`src/rtl/pls_cnt_mod.sv`:
```
// Modulo-N pulse counter stage for the watch datapath.
// Edge-detects a slow pulse input and counts up or down, wrapping at MODULO.
// Stages chain through plso. The stage supports clear, load (clamped to range)
// and enable.
module pls_cnt_mod #(
  parameter int unsigned MODULO    = 60,
  parameter int unsigned W         = 6,
  parameter int unsigned EDGE_RISE = 0
) (
  input  logic         clk,
  input  logic         rst,
  input  logic         clr,
  input  logic         plsi,
  input  logic         en,
  input  logic         dn,
  input  logic         ld,
  input  logic [W-1:0] ld_val,
  output logic         plso,
  output logic [W-1:0] qout
);

  // Largest legal count. It fits in W bits even when MODULO == 2**W.
  localparam logic [W-1:0] MAX_VAL = W'(MODULO - 1);

  // Two-flop history for each level input; the edges are derived from these.
  logic c0, c1, p0, p1;
  logic clr_evt, cnt_evt;

  // Next-state values for the registered outputs.
  logic [W-1:0] q_nxt;
  logic         plso_nxt;

  // Clear acts once per rising edge; the count edge polarity is chosen at build time.
  assign clr_evt = c0 & ~c1;
  assign cnt_evt = (EDGE_RISE != 0) ? (p0 & ~p1) : (p1 & ~p0);

  // Edge history keeps running regardless of en/ld, so no event is queued.
  always_ff @(posedge clk) begin
    if (rst) begin
      c0 <= 1'b0;
      c1 <= 1'b0;
      p0 <= 1'b0;
      p1 <= 1'b0;
    end else begin
      c0 <= clr;
      c1 <= c0;
      p0 <= plsi;
      p1 <= p0;
    end
  end

  // Count register and carry/borrow pulse.
  always_ff @(posedge clk) begin
    if (rst) begin
      qout <= '0;
      plso <= 1'b0;
    end else begin
      qout <= q_nxt;
      plso <= plso_nxt;
    end
  end

  // Priority: clear, then load, then an enabled count step, otherwise hold.
  always_comb begin
    q_nxt    = qout;
    plso_nxt = 1'b0;
    if (clr_evt) begin
      q_nxt = '0;
    end else if (ld) begin
      q_nxt = (ld_val > MAX_VAL) ? MAX_VAL : ld_val;
    end else if (cnt_evt && en) begin
      if (!dn) begin
        if (qout == MAX_VAL) begin
          q_nxt    = '0;
          plso_nxt = 1'b1;
        end else begin
          q_nxt = qout + W'(1);
        end
      end else begin
        if (qout == '0) begin
          q_nxt    = MAX_VAL;
          plso_nxt = 1'b1;
        end else begin
          q_nxt = qout - W'(1);
        end
      end
    end
  end

endmodule

```
`config.mk`:
```
export PLATFORM = sky130hd
export DESIGN_NAME = pls_cnt_mod
export DESIGN_NICKNAME = d
export VERILOG_FILES = /design/src/rtl/pls_cnt_mod.sv
export SDC_FILE = /design/constraint.sdc
export NUM_CORES = 1
export LEC_CHECK = 0
export CAP_MARGIN = 40
export CORE_MARGIN = 2
export CORE_UTILIZATION = 45
export DETAILED_ROUTE_END_ITERATION = 12
export HOLD_SLACK_MARGIN = 0.08
export PLACE_DENSITY = 0.83
export SKIP_LAST_GASP = 1
export SLEW_MARGIN = 40
export SYNTH_ARGS = -nofsm -noshare
export SYNTH_HDL_FRONTEND = slang
export SYNTH_SLANG_ARGS = --single-unit
```
`constraint.sdc`:
```
create_clock -name clk -period 2 [get_ports clk]
set_input_delay 0.2 -clock clk [delete_from_list [all_inputs] [get_ports clk]]
set_output_delay 0.2 -clock clk [all_outputs]
set_load 0.02 [all_outputs]
```
==> out/results.txt <==
total power - 560 uW
crit path time final - 1.85 ns
die extent in x - 46.0 um
cts-stage hold buffer count - 0
top_reg_cell synth - sky130_fd_sc_hd__dfxtp_1
overflow left after global routing - 0
Synth Instances - 98
Net count, final - 133
CP Capture Type - flip-flop
Die Span Y - 46.0 um
TritonCTS buffer count - 3
crit share post-route - 92.5%
worst hold path startpoint - c0$_SDFF_PP0_
Critical Path Start Type - flip-flop
global-route wire length before repair - 3160 um
number of cells on the worst reg-to-reg path - 6
average cell area after synthesis - 8.09 um2
Final Max Tran Viols - 0
worst reg2reg setup slack - 0.15 ns
final hold viol count - 0
top-area cell type share of the netlist area - 27.8%
placed instance area - 980 um2
share of synthesized area occupied by flip-flops and latches - 27.8%
worst-path maximum fanout - 7
number of diodes - 0
wire per inst - 14.2 um
root buffer cell - sky130_fd_sc_hd__clkbuf_4
Worst VDD drop - 0.000420 V
htree depth - 1
post-detail-place hpwl - 1400 um
Critical Setup Path Class - reg2reg
destination of the worst register-to-register timing path - qout[5]$_SDFFE_PP0P_
GRT Overall Usage - 20.8%
Sinks on Clock Net - 11
vias in the first global route - 730
cell taking the most area after synthesis - sky130_fd_sc_hd__dfxtp_1
Die ar. - 2110 um2
unrepaired setup endpoints after global routing - no
layout cells sized above 1 - 9.48%
number of instances on the worst hold path - 1
count of input and output buffers - 19
dominant cell by count in the synthesized netlist - sky130_fd_sc_hd__dfxtp_1
outcome - finished, final reports clean
power density over cell area - 556 nW/um2
startpoint of the most critical register-to-register path - qout[1]$_SDFFE_PP0P_
number of gates resized after CTS - 0
clk_skew - 0.00570 ns
data required time at the worst endpoint - 2.16 ns
maximum clock path buffer count - 2
Setup violations, final - 0
Placeable Area - 1690 um2
count of vias placed by the detailed router - 825
total of max-cap violations - 0
effective utilization at floorplan - 47.0%
Tightest Hold Check Type - reg2reg
worst skew pair latency - 0.28 ns
post-CTS setup repair buffer count - 0
number of enable-type register cells in the synthesized netlist - 0
synth-to-layout area growth - 27.0%
Cell Rows - 15
vias per cell - 6.20
Static Leakage - 0.000380 uW
Boundary Pins - 20
Post-Synthesis Net Count - 114
number of antenna violations at the first check in global routing - 0
final weighted congestion in routability-driven placement - 0.827
FF+latch count, synth - 11
Peak Freq - 0.541 GHz
DRC - 0
post-synthesis instance area - 793 um2
post-placement cell count - 129
CTS tree - yes
clock-pin slew on the worst setup and hold paths - 0.07 ns
count of nets left with antenna violations after detail routing - 0
worst rel slew slack - 65.4%
top cells by area in the synthesized netlist - sky130_fd_sc_hd__dfxtp_1 (28%), sky130_fd_sc_hd__o211ai_1 (6.6%), sky130_fd_sc_hd__nor2b_1 (5.5%)
Non-Filler Cell Area, Final - 1010 um2
Async S/R FF share, synth - 0%
DRC violation total after the first TritonRoute iteration - 21
Setup Total Neg Slack - 0 ns
Pre-Repair DR Iteration Count - 4
final standard cell count with taps included and fillers excluded - 133
ranking of synthesized cells by instance count - sky130_fd_sc_hd__dfxtp_1 (11), sky130_fd_sc_hd__nor2b_1 (7), sky130_fd_sc_hd__o211ai_1 (7)
count of warnings emitted by yosys - 0
Final Routed Wirelength - 1890 um
pin count of the biggest net entering global routing - 16
endpoint of the worst hold path - c1$_SDFF_PP0_
number of distinct library cells after synthesis - 42
data arrival time at the worst-slack endpoint - 2.01 ns
slew at the pin closest to its max-slew limit - 0.519 ns
## area by class of cell
type | count | area [um2]
fill | 152 | 682
multi-input combinational | 74 | 510
sequential | 11 | 220
timing repair buffer | 21 | 205
clock buffer | 3 | 22.5
inverter | 6 | 22.5
tap | 17 | 21.3
clock inverter | 1 | 5.00
## cell families (layout without fill, tap and decap cells)
kind of cell	count (synthesis)	after routing	share of synthesized area (%)
simple gates	37	37	29.2
compound gates	31	31	27.0
buf+inv	13	31	7.89
flops	11	11	27.8
fa+ha+maj	3	3	4.73
xor+xnor	2	2	2.21
mux	1	1	1.26
## metrics by stage
step / hold slack [ns] / setup slack (ns) / utilization (%)
after floorplan: 0.272 / 0.143 / -
after global placement: 0.455 / 0.236 / 58.0
after detailed placement: 0.458 / 0.196 / 58.0
after CTS: 0.469 / 0.159 / 59.6
after global routing: 0.487 / 0.0383 / 59.6
final: 0.468 / 0.151 / 59.6
## per-layer routing
metal  routed length (um)  global-route usage [%]
met5                    0                       0
met3                  149                    5.95
met4                   25                    8.57
met2                  916                    31.7
met1                  797                    27.3
## cell usage in the layout (no fill, tap or decap), types with 2 or more instances in the layout
cell	n
sky130_fd_sc_hd__a211oi_1	3
sky130_fd_sc_hd__a21oi_1	6
sky130_fd_sc_hd__buf_4	2
sky130_fd_sc_hd__clkbuf_4	3
sky130_fd_sc_hd__clkdlybuf4s50_1	19
sky130_fd_sc_hd__dfxtp_1	11
sky130_fd_sc_hd__ha_1	3
sky130_fd_sc_hd__inv_1	6
sky130_fd_sc_hd__nand2_1	4
sky130_fd_sc_hd__nand2b_1	2
sky130_fd_sc_hd__nand3_1	2
sky130_fd_sc_hd__nand3b_1	3
sky130_fd_sc_hd__nor2_1	4
sky130_fd_sc_hd__nor2b_1	7
sky130_fd_sc_hd__o211ai_1	7
sky130_fd_sc_hd__o21ai_0	4
sky130_fd_sc_hd__o31ai_1	2
sky130_fd_sc_hd__or3_1	4
## where the power goes
| part | internal [uW] | switching (uW) | leakage (uW) |
|---|---|---|---|
| logic | 79.0 | 73.6 | 0.000272 |
| clock network | 74.3 | 79.9 | 0.0000177 |
| registers | 231 | 21.8 | 0.0000907 |
## registers in the layout, indices dropped and copies added, names as in the netlist
signal and cells:
qout 6, plso 1, c0 1, c1 1
p1 1, p0 1
## worst max path at each step
stage / end / slack [ns] / depth (start not counted) / from
2_1_floorplan: qout[5]$_SDFFE_PP0P_ / 0.14 / 7 / qout[0]$_SDFFE_PP0P_
3_3_place_gp: qout[5]$_SDFFE_PP0P_ / 0.24 / 6 / qout[1]$_SDFFE_PP0P_
3_5_place_dp: qout[5]$_SDFFE_PP0P_ / 0.20 / 6 / qout[1]$_SDFFE_PP0P_
4_1_cts: qout[5]$_SDFFE_PP0P_ / 0.16 / 6 / qout[1]$_SDFFE_PP0P_
5_1_grt: qout[5]$_SDFFE_PP0P_ / 0.04 / 6 / qout[1]$_SDFFE_PP0P_
6_report: qout[5]$_SDFFE_PP0P_ / 0.15 / 6 / qout[1]$_SDFFE_PP0P_
## critical path, stage by stage, from the launching register on
cell,delay [ns]
sky130_fd_sc_hd__dfxtp_1,0.46
sky130_fd_sc_hd__inv_1,0.13
sky130_fd_sc_hd__ha_1,0.20
sky130_fd_sc_hd__nor2b_1,0.16
sky130_fd_sc_hd__a311o_1,0.43
sky130_fd_sc_hd__a311oi_1,0.26
sky130_fd_sc_hd__a21oi_2,0.08
Power figures use the tool's default switching activity.
